--- config.mk ---
export PLATFORM = sky130hd
export DESIGN_NAME = and_unit_arbiter_flat
export DESIGN_NICKNAME = d
export VERILOG_FILES = /design/src/rtl/and_arb_pkg.sv /design/src/rtl/and_unit_arbiter_if.sv /design/src/rtl/and_unit_arbiter_rr_pick.sv /design/src/rtl/and_unit_arbiter.sv /design/src/flat_wrapper.sv
export SDC_FILE = /design/constraint.sdc
export NUM_CORES = 1
export LEC_CHECK = 0
export CORE_UTILIZATION = 33
export CTS_BUF_LIST = sky130_fd_sc_hd__clkbuf_8 sky130_fd_sc_hd__clkbuf_16
export CTS_CLUSTER_DIAMETER = 40
export DETAILED_ROUTE_END_ITERATION = 7
export PLACE_DENSITY = 0.8
export SYNTH_ARGS = -nofsm -noshare
export SYNTH_HDL_FRONTEND = slang
export SYNTH_HIERARCHICAL = 1
export SYNTH_SLANG_ARGS = --single-unit
--- constraint.sdc ---
create_clock -name clk -period 3.5 [get_ports clk]
set_input_delay 0.7 -clock clk [delete_from_list [all_inputs] [get_ports clk]]
set_output_delay 0.7 -clock clk [all_outputs]
set_load 0.005 [all_outputs]
--- src/rtl/and_arb_pkg.sv ---
// Shared definitions for the round-robin arbiter in front of the shared AND unit.
// Holds the default geometry, the result-counter width and the FSM state encoding.
package and_arb_pkg;

  localparam int DEF_N_REQ = 4;
  localparam int DEF_W     = 8;
  localparam int DEF_IDW   = 2;
  localparam int OPCNT_W   = 16;

  typedef enum logic {
    ST_IDLE = 1'b0,
    ST_HOLD = 1'b1
  } state_t;

endpackage

--- src/rtl/and_unit_arbiter_if.sv ---
// Request/operand bundle from the front-end blocks plus the shared result path.
// The arbiter is the slave side; requesters and the consumer form the master side.
interface and_unit_arbiter_if
  import and_arb_pkg::*;
#(
  parameter int N_REQ = DEF_N_REQ,
  parameter int W     = DEF_W,
  parameter int IDW   = DEF_IDW
);

  logic [N_REQ-1:0]   req;
  logic [N_REQ*W-1:0] a_in;
  logic [N_REQ*W-1:0] b_in;
  logic [N_REQ-1:0]   gnt;
  logic               res_valid;
  logic [W-1:0]       res_data;
  logic [IDW-1:0]     res_id;
  logic               res_ready;
  logic [OPCNT_W-1:0] op_count;

  modport master (
    output req, a_in, b_in, res_ready,
    input  gnt, res_valid, res_data, res_id, op_count
  );

  modport slave (
    input  req, a_in, b_in, res_ready,
    output gnt, res_valid, res_data, res_id, op_count
  );

endinterface

--- src/rtl/and_unit_arbiter_rr_pick.sv ---
// Combinational round-robin picker: first asserted request at or above ptr,
// wrapping from N_REQ-1 back to 0. Nothing is granted while en_i is low.
module rr_pick #(
  parameter int N_REQ = 4,
  parameter int IDW   = 2
) (
  input  logic [N_REQ-1:0] req_i,
  input  logic [IDW-1:0]   ptr_i,
  input  logic             en_i,
  output logic [N_REQ-1:0] gnt_o,
  output logic [IDW-1:0]   idx_o,
  output logic             any_o
);

  always_comb begin
    logic [IDW-1:0] j;
    logic           found;
    // NOTE: every output gets a default before the search loop, so no path leaves one unassigned and no latch is inferred.
    gnt_o = '0;
    idx_o = '0;
    found = 1'b0;
    j     = '0;
    for (int k = 0; k < N_REQ; k++) begin
      j = IDW'((int'(ptr_i) + k) % N_REQ);
      if (en_i && !found && req_i[j]) begin
        found    = 1'b1;
        idx_o    = j;
        gnt_o[j] = 1'b1;
      end
    end
    any_o = found;
  end

endmodule

--- src/rtl/and_unit_arbiter.sv ---
// Shares one registered bitwise-AND unit among N_REQ requesters with round-robin
// grant; the tagged result is held until the consumer accepts it.
module and_unit_arbiter
  import and_arb_pkg::*;
#(
  parameter int N_REQ = DEF_N_REQ,
  parameter int W     = DEF_W,
  parameter int IDW   = DEF_IDW
) (
  input logic              clk,
  input logic              reset,
  and_unit_arbiter_if.slave bus
);

  state_t             state_q, state_d;
  logic [IDW-1:0]     ptr_q, ptr_d;
  logic               res_valid_q, res_valid_d;
  logic [W-1:0]       res_data_q, res_data_d;
  logic [IDW-1:0]     res_id_q, res_id_d;
  logic [OPCNT_W-1:0] op_count_q, op_count_d;

  logic               can_issue;
  logic               pick_en;
  logic [N_REQ-1:0]   gnt;
  logic [IDW-1:0]     win_idx;
  logic               win_any;
  logic [W-1:0]       a_sel;
  logic [W-1:0]       b_sel;

  // Accepting a held result frees the register on the same edge: one result per cycle.
  assign can_issue = (state_q == ST_IDLE) || bus.res_ready;
  assign pick_en   = can_issue && !reset;

  rr_pick #(
    .N_REQ (N_REQ),
    .IDW   (IDW)
  ) u_pick (
    .req_i (bus.req),
    .ptr_i (ptr_q),
    .en_i  (pick_en),
    .gnt_o (gnt),
    .idx_o (win_idx),
    .any_o (win_any)
  );

  assign a_sel = bus.a_in[int'(win_idx)*W +: W];
  assign b_sel = bus.b_in[int'(win_idx)*W +: W];

  always_comb begin
    state_d     = state_q;
    ptr_d       = ptr_q;
    res_valid_d = res_valid_q;
    res_data_d  = res_data_q;
    res_id_d    = res_id_q;
    op_count_d  = op_count_q;
    if (win_any) begin
      res_data_d  = a_sel & b_sel;
      res_id_d    = win_idx;
      res_valid_d = 1'b1;
      state_d     = ST_HOLD;
      ptr_d       = (win_idx == IDW'(N_REQ - 1)) ? '0 : win_idx + IDW'(1);
      op_count_d  = op_count_q + OPCNT_W'(1);
    end else if (bus.res_ready && res_valid_q) begin
      res_valid_d = 1'b0;
      state_d     = ST_IDLE;
    end
  end

  always_ff @(posedge clk) begin
    // NOTE: non-blocking assignments so every register samples pre-edge values regardless of statement order.
    if (reset) begin
      state_q     <= ST_IDLE;
      ptr_q       <= '0;
      res_valid_q <= 1'b0;
      res_data_q  <= '0;
      res_id_q    <= '0;
      op_count_q  <= '0;
    end else begin
      state_q     <= state_d;
      ptr_q       <= ptr_d;
      res_valid_q <= res_valid_d;
      res_data_q  <= res_data_d;
      res_id_q    <= res_id_d;
      op_count_q  <= op_count_d;
    end
  end

  assign bus.gnt       = gnt;
  assign bus.res_valid = res_valid_q;
  assign bus.res_data  = res_data_q;
  assign bus.res_id    = res_id_q;
  assign bus.op_count  = op_count_q;

endmodule

--- src/flat_wrapper.sv ---
// flat-port wrapper written by rule: the top's interface ports become plain ports
module and_unit_arbiter_flat import and_arb_pkg::*;
#(
  parameter int N_REQ = DEF_N_REQ,
  parameter int W     = DEF_W,
  parameter int IDW   = DEF_IDW
)
  (clk, reset, bus_req, bus_a_in, bus_b_in, bus_res_ready, bus_gnt, bus_res_valid, bus_res_data, bus_res_id, bus_op_count);
  and_unit_arbiter_if #(.N_REQ(N_REQ), .W(W), .IDW(IDW)) bus_i ();
  input logic clk;
  input logic reset;
  input wire logic [$bits(bus_i.req)-1:0] bus_req;
  input wire logic [$bits(bus_i.a_in)-1:0] bus_a_in;
  input wire logic [$bits(bus_i.b_in)-1:0] bus_b_in;
  input wire logic [$bits(bus_i.res_ready)-1:0] bus_res_ready;
  output wire logic [$bits(bus_i.gnt)-1:0] bus_gnt;
  output wire logic [$bits(bus_i.res_valid)-1:0] bus_res_valid;
  output wire logic [$bits(bus_i.res_data)-1:0] bus_res_data;
  output wire logic [$bits(bus_i.res_id)-1:0] bus_res_id;
  output wire logic [$bits(bus_i.op_count)-1:0] bus_op_count;
  assign bus_i.req = bus_req;
  assign bus_i.a_in = bus_a_in;
  assign bus_i.b_in = bus_b_in;
  assign bus_i.res_ready = bus_res_ready;
  assign bus_gnt = bus_i.gnt;
  assign bus_res_valid = bus_i.res_valid;
  assign bus_res_data = bus_i.res_data;
  assign bus_res_id = bus_i.res_id;
  assign bus_op_count = bus_i.op_count;
  and_unit_arbiter #(.N_REQ(N_REQ), .W(W), .IDW(IDW)) u_core (.clk(clk), .reset(reset), .bus(bus_i));
endmodule
# After elaboration in Yosys (flattened, before gate mapping)
# Cells that the tools add are included.
# word_totals
elab_cells	76
ramBits	0
mem_bits_ro	0
register_bits	29
memories	0
input_bits	71
latchBits	0
# op_classes
eq_ne	1
bitwise	5
multipliers	0
order_cmp	8
shift	2
n_div	0
muxes	31
addsub	5
reduce_logical	19
# ops
op	n
$shiftx 32x6->8	2
$add 16x1->16 const B	1
$mux 4	4
$mux 1	14
$logic_and 1x1->1	13
$lt 2x3->1 const B	4
$or 4x4->4	3
$mux 2	5
$and 8x8->8	1
$bmux 1 s2	4
$demux 1 s2	4
$ge 2x1->1 const B	4
$add 2x1->2 const B	2
$add 2x2->2 const B	2
$logic_not 1->1	4
$eq 2x2->1 const B	1
$reduce_bool 2->1	1
$logic_or 1x1->1	1
$not 1->1	1

# Longest topological paths before layout
# depth
depth_word	19
ltp_mapped	15
depth_no_buf	11

# Hierarchy
# Netlist, hierarchy kept.
# by_module_without_submodules
module	n_inst	area_per_inst_um2	cells_each
and_unit_arbiter	1	1483.9	193
rr_pick	1	578.1	67

# Worst setup path before layout
# No wires, ideal clock.
# synth_timing
path_kind	register to register
from	register u_core.ptr_q[0]
to	register u_core.res_data_q[2], in the netlist u_core/bus.res_data[2]
period_less_slack_ns	3.252
setup_slack_ns	0.248
n_path_buf	4
arrival_time_ns	3.120
setup_time_ns	0.131
path_stages_with_launch	15
cell_sequence	dfxtp_1 > buf_6 > buf_4 > inv_1 > ha_1 > buf_6 > mux4_2 > nor2b_4 > or2_1 > o22ai_1 > nand2b_1 > buf_1 > o22ai_1 > o21ai_0 > a21oi_1
# synth_between
elab_chain_cells	18
word_cells_on_any_way	32
cone_classes	add/sub (3); shift (2); mux (16); bitwise (1); reduce/logical (10)
# synth_rtl
element	line_no	rtl
start: declaration	and_unit_arbiter.sv:16	logic [IDW-1:0] ptr_q, ptr_d;
start signal: assignment	and_unit_arbiter.sv:80	ptr_q <= ptr_d;
$bmux 1 s2	and_unit_arbiter_rr_pick.sv:25	if (en_i && !found && req_i[j]) begin
$mux 1 (implied by the code)	and_unit_arbiter_rr_pick.sv:25	
$logic_and 1x1->1	and_unit_arbiter_rr_pick.sv:25	
$mux 1	and_unit_arbiter_rr_pick.sv:25	
$logic_not 1->1	and_unit_arbiter_rr_pick.sv:25	
$logic_and 1x1->1 (2 in series)	and_unit_arbiter_rr_pick.sv:25	
$mux 1	and_unit_arbiter_rr_pick.sv:25	
$logic_not 1->1	and_unit_arbiter_rr_pick.sv:25	
$logic_and 1x1->1 (2 in series)	and_unit_arbiter_rr_pick.sv:25	
$mux 1	and_unit_arbiter_rr_pick.sv:25	
$logic_not 1->1	and_unit_arbiter_rr_pick.sv:25	
$logic_and 1x1->1 (2 in series)	and_unit_arbiter_rr_pick.sv:25	
$mux 2 (*)	and_unit_arbiter_rr_pick.sv:25	
net u_core.win_idx[1]	and_unit_arbiter.sv:25	logic [IDW-1:0] win_idx;
$shiftx 32x6->8 (on tied branches)	and_unit_arbiter.sv:46, and_unit_arbiter.sv:47	
$and 8x8->8 (*)	and_unit_arbiter.sv:57	res_data_d = a_sel & b_sel;
end signal: assignment	and_unit_arbiter.sv:82	res_data_q <= res_data_d;
end: declaration	and_unit_arbiter.sv:18	logic [W-1:0] res_data_q, res_data_d;
# Mark *: on every way through the listed nets, which the timed path passes. The rest lies on a longest branch. The select of a mux whose other input is x is not followed.
# A chain may end at the register's enable or synchronous reset.

# Worst setup path after layout
# layout_timing
from	input port bus_req[0]
to	output port bus_gnt[3]
# layout_between
elab_chain_cells	16
word_cells_on_any_way	28
cone_classes	mux (15); bitwise (3); reduce/logical (10)
# layout_rtl
element	line_no	rtl
start: declaration	flat_wrapper.sv:12	input wire logic [$bits(bus_i.req)-1:0] bus_req;
$bmux 1 s2	and_unit_arbiter_rr_pick.sv:25	
$mux 1 (implied by the code)	and_unit_arbiter_rr_pick.sv:25	
$logic_and 1x1->1	and_unit_arbiter_rr_pick.sv:25	
$mux 1	and_unit_arbiter_rr_pick.sv:25	
$logic_not 1->1	and_unit_arbiter_rr_pick.sv:25	
$logic_and 1x1->1 (2 in series)	and_unit_arbiter_rr_pick.sv:25	
$mux 1	and_unit_arbiter_rr_pick.sv:25	
$logic_not 1->1	and_unit_arbiter_rr_pick.sv:25	
$logic_and 1x1->1 (2 in series)	and_unit_arbiter_rr_pick.sv:25	
$mux 1	and_unit_arbiter_rr_pick.sv:25	
$logic_not 1->1	and_unit_arbiter_rr_pick.sv:25	
$logic_and 1x1->1 (2 in series)	and_unit_arbiter_rr_pick.sv:25	
$mux 4 (*)	and_unit_arbiter_rr_pick.sv:25	
end: declaration	flat_wrapper.sv:16	output wire logic [$bits(bus_i.gnt)-1:0] bus_gnt;
# Mark *: on every way between the ends. The rest lies on a longest branch, timed or not. The select of a mux whose other input is x is not followed.

==> results.tsv <==
metric	value	unit
io_buffer_count	101	
rsz0062_at_grt	no	
fin_nets	451	
fp.dieArea	0.00657	mm²
skew	0.00609	ns
finalHoldViolations	0	
critPathKind	in -> out	
hp-class	reg -> reg	
synth_top_area_frac	0.282	
ir_worst_vdd	0.248	mV
start_kind	input pin	
synthAdderAreaFrac	0.0546	
clkTransAtPathRegs	0.06	ns
syn_to_final_growth	63.5	%
grt_max_degree	34	
worst_slew_pin_slew	0.443	ns
fp.dieW	81.0	µm
synth.area.top_cells	dfxtp_1 28%, nand2_1 7.5%, ha_1 5.5%	
syn_nets	340	
synth_top_family_by_area	simple AND/OR/NAND/NOR gates	
design_area	0.00337	mm²
outcome	complete, no violations	
ys_seq_area_frac	0.282	
synth_flop_cell	dfxtp_1	
boundaryPins	102	
numCtsBuffers	5	
core	0.00599	mm²
drv_cap	0	
synth_cells	260	
syn_area	0.00206	mm²
yosysUniqueCellTypes	48	
worstPathArrival	2.67	ns
rows	28	
holdBufCountCts	0	
synth-async-reset-ratio	0	
track_usage	0.186	
worstSkewPairLatency	0.27	ns
power	1.20	mW
gp_congestion	0.865	
cts_tree	yes	
synth_edf_count	0	
clock_path_buffers	2	
dp_hpwl	4670	µm
postRouteAntennaNets	0	
cp-end-kind	output port	
fin_crit_sh	0.962	
slew_viol_final	0	
wl_per_cell	13.5	µm
synth-xor-area-share	0.0425	
start_util	0.344	
detailed_place.area	0.00322	mm²
min_period	3.37	ns
path_max_fanout	8	
yosys.area.top_type	dfxtp_1	
avgSynthCellArea	7.93	µm²
cp_slowest_stage_delay	0.59	ns
drive_gt1_frac	0.121	
clock-root-buffer	clkbuf_8	
grt_pass1_vias	2244	
synth_compound_area_frac	0.182	
max_freq	0.297	GHz
synth.mux.area_fraction	0.106	
synth.most_common_cell	nand2_1	
cts_sinks	29	
die_y	81.0	µm
drt_first_pass_iters	4	
cp_slowest_cell	mux4_2	
h-tree-depth	2	
drcViolationCount	0	
path_cells	dlygate4sd2_1, mux4_2, nor2b_4, a22oi_1, nor2b_1, a221o_1, clkdlybuf4s50_1	
finalSetupViolCount	0	
synth-simple-area-share	0.288	
yosys_warnings	6	
grt_pass1_wl	9610	µm
synthTopCellsByCount	41 x nand2_1, 29 x dfxtp_1, 26 x nor2_1, 17 x o22ai_1, 12 x a21oi_1	
drtIter0Drc	107	
p_leak	1.28	nW
drt_wl_total	6050	µm
vias_per_cell	5.16	
powerDensity	355	mW/mm²
antennaDiodeCount	0	
ys_seq_elements	29	
hold_slack	0.467	ns
relSlewSlack	0.703	
fillers	555	
routed-via-count	2308	
grt_overflow	0	
worstPathRequired	2.80	ns
antenna_found_initial	0	
==> report_power, final <==
part,leakage [nW],internal (mW),switching [mW]
registers,0.235,0.350,0.0143
logic,0.979,0.260,0.220
clock network,0.0626,0.229,0.124
==> cell type report <==
| type | count | area, µm² | area share |
|---|---|---|---|
| tap | 75 | 93.8 | 0.0278 |
| sequential | 29 | 581 | 0.172 |
| multi-input combinational | 212 | 1430 | 0.423 |
| clock inverter | 2 | 33.8 | 0.0100 |
| inverter | 5 | 18.8 | 0.00557 |
| timing repair buffer | 118 | 1140 | 0.337 |
| clock buffer | 6 | 82.6 | 0.0245 |
==> metrics by stage <==
| step | std cells | TNS (ns) | util | setup slack (ns) |
|---|---|---|---|---|
| 2_1_floorplan | 260 | 0 | - | 0.248 |
| 4_1_cts | 447 | 0 | 0.560 | 0.00214 |
| 6_report | 447 | 0 | 0.563 | 0.134 |
| 3_5_place_dp | 438 | -1.13 | 0.537 | -0.167 |
| 3_3_place_gp | 438 | -0.378 | 0.537 | -0.104 |
| 5_1_grt | 447 | 0 | 0.563 | 0.0237 |
==> layout by cell type (no fill, tap or decap), types with 2 or more instances in the layout <==
master            n
nand2b_1         11
ha_1              8
mux2_2            6
inv_2             2
nand2_1          41
nand4_1           5
inv_1             4
a21oi_1          12
clkdlybuf4s50_1  97
o22ai_1          17
a221o_1           4
and4_1            2
clkbuf_8          6
nor2_1           25
mux4_2            2
dfxtp_1          29
nor3_1            3
mux2i_1           8
a22oi_1           3
dlygate4sd2_1     3
xor2_1            6
xnor2_1           4
nand3_1           8
nor2b_1           8
buf_4            17
o21ai_0          11
or3_1             2
o211ai_1          3
==> path summary, 6_finish.rpt <==
check / depth (start not counted) / startpoint / slack [ns] / to
setup / recovery: 7 / bus_req[0] / 0.13 / bus_gnt[3]
hold / removal: 2 / u_core/bus.res_data[5] / 0.47 / u_core/bus.res_data[5]
setup reg to reg: 11 / u_core/ptr_q[1] / 0.38 / u_core/bus.res_data[0]
hold reg to reg: 2 / u_core/bus.res_data[5] / 0.47 / u_core/bus.res_data[5]
==> state kept, by name, summed over array words and instances, names as in the netlist <==
name and count:
u_core/bus.op_count 16, u_core/bus.res_data 8, u_core/bus.res_id 2, u_core/ptr_q 2, u_core/bus.res_valid 1
==> cells by family (layout without fill, tap and decap cells) <==
family          count (synthesis)  count (layout)
buf+inv                        19             131
compound gates                 59              59
fa+ha+maj                       9               9
xor+xnor                       10              10
simple gates                  117             117
mux                            17              17
flops                          29              29
==> layer usage <==
metal,GRT usage,share of wire,vias up
li1,-,-,1155
met3,0.0416,0.042,8
met2,0.355,0.53,80
met1,0.204,0.41,1065
met5,0,0,-
met4,0.0500,0.015,0
==> critical path: cells and delay by family <==
family / cells / cell delay [ns]
simple gates: 2 / 0.36
mux: 1 / 0.59
buf+inv: 2 / 0.80
compound gates: 2 / 0.21
==> what timing repair did <==
item                                    4_1_cts  5_1_grt
setup buffers                                 1        0
endpoints found under the setup margin        4        4
resized for setup                             6        5
No activity file was read; power rests on OpenSTA's default activity.
